File: src/rtl/zxuno_kbd_pkg.sv
// Shared constants and types for the ZX-Uno keyboard scan path.
package zxuno_kbd_pkg;
    localparam int KEYNUM_W     = 7;
    localparam int DEF_NUM_KEYS = 80;
    localparam int DEF_SCAN_DIV = 28;
    localparam int DEF_DEBOUNCE = 3;

    typedef logic [1:0] key_cnt_t;
endpackage

File: src/rtl/kbd_sync2.sv
// Two-flop synchronizer, resets to all-ones so an idle (released) keyboard is seen at reset.
module kbd_sync2 #(
    parameter int WIDTH = 8
) (
    input  logic             clk,
    input  logic             reset,
    input  logic [WIDTH-1:0] d,
    output logic [WIDTH-1:0] q
);
    logic [WIDTH-1:0] meta;

    // NOTE: sequential state uses non-blocking assignments so meta->q forms two real flops.
    always_ff @(posedge clk) begin
        if (reset) begin
            meta <= '1;
            q    <= '1;
        end else begin
            meta <= d;
            q    <= meta;
        end
    end
endmodule

File: src/rtl/m2m_key_scanner.sv
// Debounces an active-low key bitmap and serialises it as a key_num / key_status_n scan stream.
module m2m_key_scanner
    import zxuno_kbd_pkg::*;
#(
    parameter int NUM_KEYS = DEF_NUM_KEYS,
    parameter int SCAN_DIV = DEF_SCAN_DIV,
    parameter int DEBOUNCE = DEF_DEBOUNCE
) (
    input  logic                clk28mhz,
    input  logic                reset,
    input  logic [NUM_KEYS-1:0] keys_n_in,
    input  logic                enable,
    output logic [KEYNUM_W-1:0] key_num,
    output logic                key_status_n,
    output logic                scan_wrap
);
    localparam int IDX_W = $clog2(NUM_KEYS);
    localparam int DIV_W = $clog2(SCAN_DIV);
    localparam logic [IDX_W-1:0] LAST_IDX = IDX_W'(NUM_KEYS - 1);
    localparam logic [DIV_W-1:0] LAST_DIV = DIV_W'(SCAN_DIV - 1);
    localparam key_cnt_t         CNT_DONE = key_cnt_t'(DEBOUNCE - 1);

    logic [NUM_KEYS-1:0] sync_q;
    logic [NUM_KEYS-1:0] deb;
    key_cnt_t            cnt [NUM_KEYS];
    logic [DIV_W-1:0]    div;
    logic [IDX_W-1:0]    idx;
    logic [IDX_W-1:0]    j;
    logic                tick;
    logic                deb_nxt;
    key_cnt_t            cnt_nxt;

    kbd_sync2 #(.WIDTH(NUM_KEYS)) u_sync (
        .clk   (clk28mhz),
        .reset (reset),
        .d     (keys_n_in),
        .q     (sync_q)
    );

    assign tick = enable && (div == LAST_DIV);
    assign j    = (idx == LAST_IDX) ? '0 : idx + 1'b1;

    // Debounce decision for the key about to be presented.
    always_comb begin
        // NOTE: defaults first, so every path assigns both outputs and no latch is inferred.
        deb_nxt = deb[j];
        cnt_nxt = '0;
        if (sync_q[j] != deb[j]) begin
            if (cnt[j] == CNT_DONE) begin
                deb_nxt = sync_q[j];
            end else begin
                cnt_nxt = cnt[j] + 1'b1;
            end
        end
    end

    always_ff @(posedge clk28mhz) begin
        if (reset) begin
            div          <= '0;
            idx          <= '0;
            deb          <= '1;
            // NOTE: the counter array is reset too, otherwise a half-counted press could survive reset.
            for (int i = 0; i < NUM_KEYS; i++) begin
                cnt[i] <= '0;
            end
            key_num      <= '0;
            key_status_n <= 1'b1;
            scan_wrap    <= 1'b0;
        end else begin
            scan_wrap <= 1'b0;
            if (enable) begin
                div <= tick ? '0 : div + 1'b1;
            end
            if (tick) begin
                idx          <= j;
                deb[j]       <= deb_nxt;
                cnt[j]       <= cnt_nxt;
                key_num      <= KEYNUM_W'(j);
                key_status_n <= deb_nxt;
                scan_wrap    <= (idx == LAST_IDX);
            end
        end
    end
endmodule

File: config.mk
export PLATFORM = sky130hd
export DESIGN_NAME = m2m_key_scanner
export DESIGN_NICKNAME = d
export VERILOG_FILES = /design/src/rtl/zxuno_kbd_pkg.sv /design/src/rtl/kbd_sync2.sv /design/src/rtl/m2m_key_scanner.sv
export SDC_FILE = /design/constraint.sdc
export NUM_CORES = 1
export LEC_CHECK = 0
export CORE_ASPECT_RATIO = 0.8
export CORE_MARGIN = 1
export CORE_UTILIZATION = 63
export CTS_BUF_LIST = sky130_fd_sc_hd__clkbuf_4 sky130_fd_sc_hd__clkbuf_8
export DETAILED_ROUTE_END_ITERATION = 12
export PLACE_DENSITY = 0.82
export SYNTH_ARGS = -nofsm -noshare
export SYNTH_HDL_FRONTEND = slang
export SYNTH_SLANG_ARGS = --single-unit
File: constraint.sdc
create_clock -name clk28mhz -period 4.48 [get_ports clk28mhz]
set_input_delay 1.344 -clock clk28mhz [delete_from_list [all_inputs] [get_ports clk28mhz]]
set_output_delay 1.344 -clock clk28mhz [all_outputs]
set_load 0.01 [all_outputs]
## Word level (Yosys, flattened, before mapping)

Memories as Yosys holds them, arrays and structs flattened.
Index checks and enable logic that the tools add are counted.

| operators by class | value |
|---|---|
| add/subtract/negate cells | 3 |
| magnitude comparators | 2 |
| bitwise operators | 1 |
| equality and inequality tests | 4 |
| mux-type cells | 21 |
| reductions and logical operators | 4 |

Operator list:

| kind | count |
|---|---|
| $bwmux 80 | 1 |
| $bmux 1 s7 | 2 |
| $mux 7 | 2 |
| $mux 1 | 11 |
| $lt 7x8->1 const B | 1 |
| $add 7x1->7 const B | 1 |
| $demux 1 s7 | 1 |
| $eq 7x7->1 const B | 1 |
| $ge 7x1->1 const B | 1 |
| $mux 2 | 3 |
| $add 5x1->5 const B | 1 |
| $eq 5x5->1 const B | 1 |
| $mux 5 | 1 |
| $reduce_or 2->1 | 2 |
| $add 2x1->2 const B | 1 |
| $eq 2x2->1 const B | 1 |
| $logic_and 1x1->1 | 2 |
| $ne 1x1->1 | 1 |
| $not 1->1 | 1 |

| word-level totals | value |
|---|---|
| input port bits | 83 |
| output and inout bits | 9 |
| register bits | 254 |
| word-level logic and storage cells | 43 |
| bits in writable memories | 160 |
| memories kept | 1 |

Memories:

| memory | depth | bits a word | rd ports | clocked after memory_dff | write ports | line | text |
|---|---|---|---|---|---|---|---|
| cnt | 80 | 2 | 1 | 0 | 80 | m2m_key_scanner.sv:25 | `key_cnt_t cnt [NUM_KEYS];` |

## Depth between registers and ports, before layout

Gate-level depths: netlist of the first run.

| logic depth | value |
|---|---|
| word-level depth | 7 |
| gate-level depth with buffers | 18 |
| gate-level depth less buffers | 10 |

## Hierarchy

A second synthesis of the first run with hierarchy kept.

| second synthesis, totals | value |
|---|---|
| cell total of the unflattened synthesis | 1769 |
| area, all modules | 21206.6 um^2 |

Modules (own cells, without submodules):

| module | cells an instance | instances | area an instance (um^2) | sequential area each (um^2) |
|---|---|---|---|---|
| m2m_key_scanner | 1432 | 1 | 16856.2 | 9569.2 |
| kbd_sync2 | 337 | 1 | 4350.4 | 3203.1 |

## Worst setup path after synthesis of the first run

Ideal clock, no wire load.

| timing | value |
|---|---|
| kind | reg2reg |
| start point | register idx[1] |
| end point | memory cnt[100][0] (netlist bit), data pin |
| slack | 0.377 ns |
| library setup time | 0.307 ns |
| period minus slack after synthesis | 4.103 ns |
| arrival time | 3.796 ns |
| stages on the path, launching flop included | 15 |
| cells stage by stage | dfxtp_1 > ha_1 > buf_4 > buf_2 > buf_2 > mux4_2 > mux2i_1 > o22ai_1 > a221oi_2 > nand4_1 > xor2_1 > nand3b_1 > buf_6 > buf_4 > inv_1 |

RTL lines:

| what | line | text |
|---|---|---|
| start, declared | m2m_key_scanner.sv:27 | `logic [IDX_W-1:0] idx;` |
| start signal, assigned | m2m_key_scanner.sv:75 | `idx <= j;` |
| end, declared | m2m_key_scanner.sv:25 |  |

==> results of run 1 <==
-- per-stage QoR --
step | util | cell area, um^2 | setup slack (ns) | hold slack (ns)
after floorplan | - | 21400 | 0.377 | 0.389
after global placement | 0.688 | 23100 | 0.320 | 0.391
after detailed placement | 0.688 | 23100 | 0.259 | 0.393
after CTS | 0.734 | 24600 | 0.234 | 0.390
after global routing | 0.734 | 24600 | 0.116 | 0.415
final | 0.734 | 24600 | 0.265 | 0.394
-- worst max-delay path: stages (launching register included) --
cell	delay, ns
dfxtp_1	0.34
ha_4	0.64
buf_4	0.30
mux4_2	0.51
nand2_1	0.07
a21boi_0	0.08
a211oi_1	0.64
nand4_1	0.32
xor2_1	0.33
nand3_2	0.19
buf_12	0.24
inv_1	0.10
buf_12	0.22
-- where the power goes --
part | total (mW) | switching, mW | internal (mW)
sequential | 5.06 | 0.0387 | 5.02
combinational | 0.319 | 0.145 | 0.174
clock | 3.80 | 1.81 | 1.99
-- cells in the mapped netlist, types with 8 or more instances --
library cell / number / area (um^2)
or2_2: 161 / 1010
o21ai_1: 12 / 60.1
mux2_2: 8 / 90.1
buf_2: 34 / 170
clkbuf_1: 74 / 278
nor2_1: 252 / 946
mux4_2: 81 / 1820
o22ai_1: 13 / 81.3
buf_6: 14 / 158
dfxtp_1: 254 / 5080
a31oi_1: 65 / 407
buf_4: 18 / 135
nor3_1: 69 / 345
mux2i_1: 50 / 500
a21oi_1: 38 / 190
a21o_1: 68 / 510
o21ai_0: 21 / 105
edfxtp_1: 256 / 7690
nand2_1: 164 / 616
nand2b_1: 17 / 106
nand3_1: 24 / 120
-- what timing repair did --
action / 4_1_cts / 5_1_grt
endpoints found under the hold margin: 0 / 0
gates resized for setup: 0 / 1
endpoints found under the setup margin: 0 / 126
-- per-layer routing --
metal | routed length (um) | global-route usage | vias to the layer above | part of all wire
met2 | 24800 | 0.493 | 954 | 0.46
li1 | - | - | 6758 | -
met5 | 0 | 0 | - | 0
met4 | 1910 | 0.125 | 0 | 0.035
met1 | 20600 | 0.431 | 7195 | 0.38
met3 | 6720 | 0.0784 | 163 | 0.12
-- cell families (layout without fill, tap and decap cells) --
family	count (synthesis)	count (layout)	share of synthesized area
compound gates	268	268	0.0844
xor+xnor	8	8	0.00415
fa+ha+maj	2	2	0.00117
buf+inv	145	329	0.0360
flops	510	510	0.596
mux	140	140	0.114
simple gates	734	734	0.164
-- cell type report --
| class | count | share of cell area |
|---|---|---|
| Inverter | 3 | 0.000457 |
| Timing Repair Buffer | 192 | 0.0749 |
| Tap cell | 434 | 0.0221 |
| Clock buffer | 113 | 0.0558 |
| Clock inverter | 21 | 0.00610 |
| Multi-Input combinational cell | 1152 | 0.322 |
| Sequential cell | 510 | 0.519 |
-- state kept, by name (all words and copies together), names as in the netlist --
| register | count |
|---|---|
| scan_wrap | 1 |
| idx | 7 |
| div | 5 |
| key_status_n | 1 |
| cnt | 256 |
| u_sync.q | 80 |
| u_sync.meta | 80 |
| deb | 80 |
-- how the worst max path moves through the flow --
stage / start / to / slack [ns]
floorplan: idx[1] / cnt[100][0] / 0.38
global placement: idx[2] / cnt[126][1] / 0.32
detailed placement: idx[2] / cnt[126][1] / 0.26
CTS: idx[2] / cnt[115][1] / 0.23
global route: idx[0] / cnt[31][0] / 0.12
finish: idx[0] / cnt[127][1] / 0.27
==> results.cfg, run 1 <==
[final_layout]
multi_input_area_um2 = 7930
layout_commonest_cell = edfxtp_1
regArea_um2 = 12800
antenna-diode-count = 0
area_delta_synth_final_pct = 14.9
final_cell_mix = edfxtp_1, dfxtp_1, nor2_1
final_cell_count_no_fill = 2425
fin_nets = 2019
num-fill-cells = 2207
drive_gt1_frac = 0.255

[min_path]
hold_start = u_sync.meta[31]
min_to = u_sync.q[31]
min_path_type = register to register
worstHoldPathCells = 1

[synthesis]
synth-edff-count = 256
seq_area_frac_synth = 0.596
yosysWarnings = 0
synthCells = 1807
avgSynthCellArea_um2 = 11.9
syn_nets = 1892
synth_seq_cells = 510
synth_cell_types = 69
postSynth.asyncResetShare = 0
ys.flop_type = edfxtp_1
netlist_area_um2 = 21400

[floorplan]
rows = 60
coreArea_um2 = 33600
dieArea_um2 = 34800
io_pins = 92
initial_core_util = 0.638
die_h_um = 167
die_width_um = 208

[outcome]
status = finished, final reports clean

[clock_tree]
path_clk_slew_ns = 0.06
cts_buffers = 75
cts_tree = done
clock_latency_ns = 0.64
htreeDepth = 3
cts_buffer_depth = 3
numClockSinks = 510
cts_hold_buffers = 0
cts_setup_buffers = 0
cts-root-buf = clkbuf_8

[global_routing]
grt_first_pass_wirelength_mm = 83.4
grt.total_usage = 0.317
gr-total-overflow = 0
first_global_vias = 14700
grt_antenna_before_repair = 0
grt_max_degree = 192

[placed_design]
portBuffers = 91
dp_cells = 2291
dp_hpwl_mm = 35.9
gp_congestion = 0.961

[setup_path]
cp-end-kind = register
crit_type = register to register
cp.required_ns = 4.93
arrival_ns = 4.67
critPathLaunchType = register
r2r-start = idx[0]
worst-r2r-cell-count = 12
worst-path-max-fanout = 48
rrSetupSlack_ns = 0.27
r2r_end = cnt[127][1]

[detailed_routing]
drt_iter0_markers = 1976
num_vias = 15100
firstDrtPassIters = 7
drc_errors = 0
avgViaCountPerCell = 6.21
wl_per_cell_um = 22.3
wl_mm = 54.0
ant_nets = 0

[flow_run]
cap_violations = 0

[power_and_ir_drop]
power_mw = 9.18
vdd_drop_max_uv = 269
power_density_nw_per_um2 = 373
leakage_nw = 8.52

[timing]
period_share = 0.941
fin_skew_ns = 0.0271
worst_slew_pin_slew_ns = 0.976
fmax_ghz = 0.237
slew_violations = 0
finalSetupTns_ns = 0
min_period_ns = 4.21
relSlewSlack = 0.349
finalHoldViolations = 0
setup_viol = 0
rsz0062_at_grt = no
Note: power is estimated with default switching activity, not from simulation.
==> run 2, diff against run 1 <==
- CORE_UTILIZATION: 63 -> 30
- PLACE_DENSITY: 0.82 -> unset
==> run 2 against run 1 <==
  * Cell count is 22% higher
  * Die area is 110% higher
  * Largest power group unchanged
  * Sequential share of layout area fell by 1.9 points
  * Flip-flop and latch count unchanged
  * Clock-buffer cell count grew 5
  * Combinational power barely moved
  * Sequential power about the same
  * Fmax increased by 2.9%
  * Final area increased by 3.8%
  * Critical path depth unchanged
  * Worst hold slack improved by 0.011 ns
  * Non-clock buffer count grew 14
==> results.cfg, run 2 (synthesis results as in run 1) <==
[final_layout]
layout_commonest_cell = edfxtp_1
design_area_um2 = 25600
drive_gt1_frac = 0.264
fin_nets = 2037
final_cell_mix = edfxtp_1, dfxtp_1, nor2_1
final_util = 0.362
final_cell_count_no_fill = 2954
area_delta_synth_final_pct = 19.3
top_register = cnt
largest_reg_flops = 256

[clock_tree]
cts_tree = done
cts_setup_buffers = 0
path_clk_slew_ns = 0.06
cts_hold_buffers = 0
cts_buffer_depth = 3
numClockSinks = 510
htreeDepth = 3
cts_buffers = 79
cts-root-buf = clkbuf_8
post_cts_resized = 0
clock_latency_ns = 0.68

[detailed_routing]
wl_per_cell_um = 19.9
firstDrtPassIters = 6
num_vias = 15000
drt_iter0_markers = 1572
wl_mm = 58.7
avgViaCountPerCell = 5.07
ant_nets = 0
drc_errors = 0

[global_routing]
first_global_vias = 14700
grt_first_pass_wirelength_mm = 89.2
grt.total_usage = 0.161
gr-total-overflow = 0
grt_max_degree = 119
grt_antenna_before_repair = 0

[power_and_ir_drop]
power_mw = 9.47
switchingPower_mw = 2.09
seqPwrFrac = 0.534
clock_power_share = 0.432
vdd_drop_max_uv = 220
comb_power_share = 0.034
switching_share = 0.220
leakage_nw = 8.69
power_density_nw_per_um2 = 371
intPower_mw = 7.38

[floorplan]
die_h_um = 241
initial_core_util = 0.304
rows = 87
die_width_um = 301
dieArea_um2 = 72500
io_pins = 92
coreArea_um2 = 70500

[timing]
slew_violations = 0
min_period_ns = 4.10
relSlewSlack = 0.393
rsz0062_at_grt = no
period_share = 0.914
fin_skew_ns = 0.0273
worst_slew_pin_slew_ns = 0.907
finalSetupTns_ns = 0
finalHoldViolations = 0
setup_viol = 0
fmax_ghz = 0.244

[outcome]
status = finished, final reports clean

[setup_path]
cp_num_buf_inv = 3
worst-path-max-fanout = 25
slowest_delay_ns = 0.64
crit_type = register to register
arrival_ns = 4.59
cp-end-kind = register
critPathLaunchType = register
critPathTopFamily = simple AND/OR/NAND/NOR gates
cp_cell_sequence = ha_4 -> buf_12 -> buf_12 -> mux4_2 -> mux2i_1 -> o22ai_1 -> a22oi_1 -> nand4_1 -> nor2_1 -> nand3b_1 -> buf_4 -> nor3_1
worst-r2r-cell-count = 12
rrSetupSlack_ns = 0.38
r2r_end = cnt[74][0]
crit_path_frequent_cell = buf_12
slowest_stage = ha_4
cp.required_ns = 4.98
r2r-start = idx[0]
startpoint = idx[0]

[flow_run]
cap_violations = 0

[placed_design]
gp_congestion = 0.890
portBuffers = 91
dp_cells = 2805
placed_cell_area_um2 = 23900
dp_hpwl_mm = 39.9

[min_path]
hold_start = u_sync.meta[35]
min_to = u_sync.q[35]
min_path_type = register to register
worstHoldPathCells = 1
==> run 2: cell types whose count changed in the layout (fill, tap and decap cells not counted), sizes merged <==
cell,delta
buf,+13
bufinv,+1
clkbuf,+6
clkinv,+9
clkinvlp,+1
diode,+1
inv,-2
==> run 2: final cells by class <==
class / instances / area [um^2]
flip-flops and latches: 510 / 12800
diodes: 1 / 2.50
well taps: 934 / 1170
repair buffers: 206 / 1990
clock inverters: 30 / 221
inverters: 3 / 11.3
multi-input cells: 1152 / 7920
fillers: 6883 / 45000
clock buffers: 118 / 1470
==> run 2: worst max path at each step <==
stage	slack, ns	endpoint	cells after the start
global route	0.17	cnt[19][0]	12
detailed placement	0.19	cnt[115][1]	6
floorplan	0.38	cnt[100][0]	14
global placement	0.28	cnt[99][0]	6
CTS	0.40	cnt[18][0]	12
finish	0.38	cnt[74][0]	12
==> run 2: worst reg2reg max path, cell delays in order, from the launching register on <==
cell and delay (ns):
dfxtp_1 0.33, ha_4 0.64, buf_12 0.28, buf_12 0.24
mux4_2 0.55, mux2i_1 0.27, o22ai_1 0.17, a22oi_1 0.18
nand4_1 0.17, nor2_1 0.22, nand3b_1 0.33, buf_4 0.36
nor3_1 0.18
==> run 2: per-stage QoR <==
| stage | setup WS (ns) | hold WS, ns |
|---|---|---|
| 3_5_place_dp | 0.193 | 0.392 |
| 6_report | 0.385 | 0.404 |
| 2_1_floorplan | 0.377 | 0.389 |
| 5_1_grt | 0.168 | 0.414 |
| 4_1_cts | 0.399 | 0.401 |
| 3_3_place_gp | 0.283 | 0.396 |
==> run 2: power groups by stage <==
| stage | clock network [mW] | logic (mW) | registers [mW] |
|---|---|---|---|
| after global placement | 0 | 0.316 | 5.16 |
| after floorplan | 0 | 0.193 | 5.14 |
| after CTS | 4.19 | 0.324 | 5.06 |
| after global routing | 4.37 | 0.348 | 5.07 |
| after detailed placement | 0 | 0.322 | 5.16 |
| final | 4.09 | 0.321 | 5.06 |
==> run 2: routing by layer <==
layer | vias to the layer above | track usage | part of all wire
li1 | 6809 | - | -
met1 | 7280 | 0.233 | 0.45
met2 | 764 | 0.235 | 0.43
met3 | 116 | 0.0407 | 0.10
met4 | 0 | 0.0491 | 0.023
met5 | - | 0 | 0
==> run 3, diff against run 2 <==
- CORE_UTILIZATION: 30 -> 50
- PLACE_DENSITY: unset -> 0.68
==> run 3 against run 2 <==
  * The run now ends with DRC left
  * Global-route usage grew 10 points
  * Largest power group unchanged
  * Fmax increased by 2.1%
  * Clock skew up 0.0098 ns
  * Clock-buffer cell count increased by 15
  * Wire length down 4.9%
  * Critical path type unchanged
  * Combinational power about the same
  * Worst setup slack improved by 0.085 ns
  * Register-to-register slack better by 0.08 ns
  * First-iteration DRC count increased by 24%
==> results.cfg, run 3 (synthesis results as in run 1) <==
[clock_tree]
htreeDepth = 3
numClockSinks = 510
path_clk_slew_ns = 0.06
cts_hold_buffers = 0
cts_tree = done
post_cts_resized = 0
clock_latency_ns = 0.68
cts_buffer_depth = 3
cts-root-buf = clkbuf_8
cts_buffers = 81
cts_setup_buffers = 0

[placed_design]
pre_cts_slack_ns = 0.356
gp_congestion = 0.931
dp_hpwl_mm = 37.3
portBuffers = 91
dp_cells = 2422
placed_cell_area_um2 = 23300

[timing]
fin_skew_ns = 0.0371
setup_slack_ns = 0.469
finalSetupTns_ns = 0
rsz0062_at_grt = no
worst_slew_pin_slew_ns = 1.05
min_period_ns = 4.01
hold_slack_ns = 0.396
setup_viol = 0
slew_violations = 0
fmax_ghz = 0.249
finalHoldViolations = 0
period_share = 0.895
relSlewSlack = 0.293

[flow_run]
cap_violations = 0

[power_and_ir_drop]
leakage_nw = 8.68
power_density_nw_per_um2 = 382
vdd_drop_max_uv = 265
power_mw = 9.57

[global_routing]
grt.total_usage = 0.261
gr-total-overflow = 0
grt_first_pass_wirelength_mm = 85.6
grt_antenna_before_repair = 1
first_global_vias = 14600
grt_max_degree = 123

[detailed_routing]
drc_errors = 4
wl_mm = 55.8
wl_per_cell_um = 21.7
drt_iter0_markers = 1956
num_vias = 15000
avgViaCountPerCell = 5.84
ant_nets = 0
firstDrtPassIters = 11

[final_layout]
design_area_um2 = 25100
layout_commonest_cell = edfxtp_1
antenna-diode-count = 0
final_cell_count_no_fill = 2572
final_util = 0.595
top_register = cnt
final_cell_mix = edfxtp_1, dfxtp_1, nor2_1
fin_nets = 2038
num-fill-cells = 3427
multi_input_area_um2 = 7920
area_delta_synth_final_pct = 16.9
regArea_um2 = 12800
largest_reg_flops = 256
drive_gt1_frac = 0.267

[setup_path]
rrSetupSlack_ns = 0.47
crit_path_end = cnt[90][0]
worst-r2r-cell-count = 11
startpoint = idx[2]
r2r_end = cnt[90][0]
critPathLaunchType = register
arrival_ns = 4.48
cp.required_ns = 4.95
worst-path-max-fanout = 48
cp-end-kind = register
r2r-start = idx[2]
crit_type = register to register

[floorplan]
io_pins = 92
dieArea_um2 = 43700
rows = 67
coreArea_um2 = 42100
initial_core_util = 0.509
die_width_um = 233
die_h_um = 187

[outcome]
status = finished with violations
violations = DRC

[min_path]
min_path_type = register to register
==> run 3: cell count changes in the layout (fill, tap and decap cells not counted), sizes merged <==
| cell | change |
|---|---|
| clkinv | -13 |
| diode | -1 |
| clkbuf | +14 |
| bufinv | -1 |
| inv | +1 |
==> run 3: layout make-up <==
type,instances,area share
multi-input cells,1152,0.316
inverters,3,0.000449
well taps,552,0.0276
flip-flops and latches,510,0.510
repair buffers,205,0.0761
clock buffers,133,0.0643
clock inverters,17,0.00554
==> run 3: routing by layer <==
layer / share of wire / GRT usage
met3: 0.12 / 0.0907
met2: 0.43 / 0.372
met5: 0.00016 / 0
met4: 0.028 / 0.0837
met1: 0.43 / 0.373
==> run 3: worst max-delay path, cell delays in order, from the launching register on <==
cell,delay [ns]
dfxtp_1,0.41
buf_4,0.23
xnor2_2,0.83
nor2_1,0.48
a22oi_1,0.46
o22ai_1,0.15
o221ai_2,0.24
xor2_1,0.27
nand3b_1,0.18
buf_12,0.21
inv_1,0.10
buf_12,0.21
==> run 3: worst min-delay path by stage <==
stage	start	end	slack (ns)	cells after the start
2_1_floorplan	u_sync.meta[0]	u_sync.q[0]	0.39	1
3_3_place_gp	u_sync.meta[38]	u_sync.q[38]	0.39	1
3_5_place_dp	u_sync.meta[10]	u_sync.q[10]	0.39	1
4_1_cts	u_sync.meta[74]	u_sync.q[74]	0.39	1
5_1_grt	u_sync.meta[78]	u_sync.q[78]	0.42	1
6_report	u_sync.meta[74]	u_sync.q[74]	0.40	1
==> run 3: power by group <==
group	switching (mW)	leakage (nW)	total, mW	internal [mW]
clock	1.88	0.928	4.19	2.30
combinational	0.146	3.27	0.320	0.174
sequential	0.0383	4.48	5.06	5.02
total	2.07	8.68	9.57	7.50
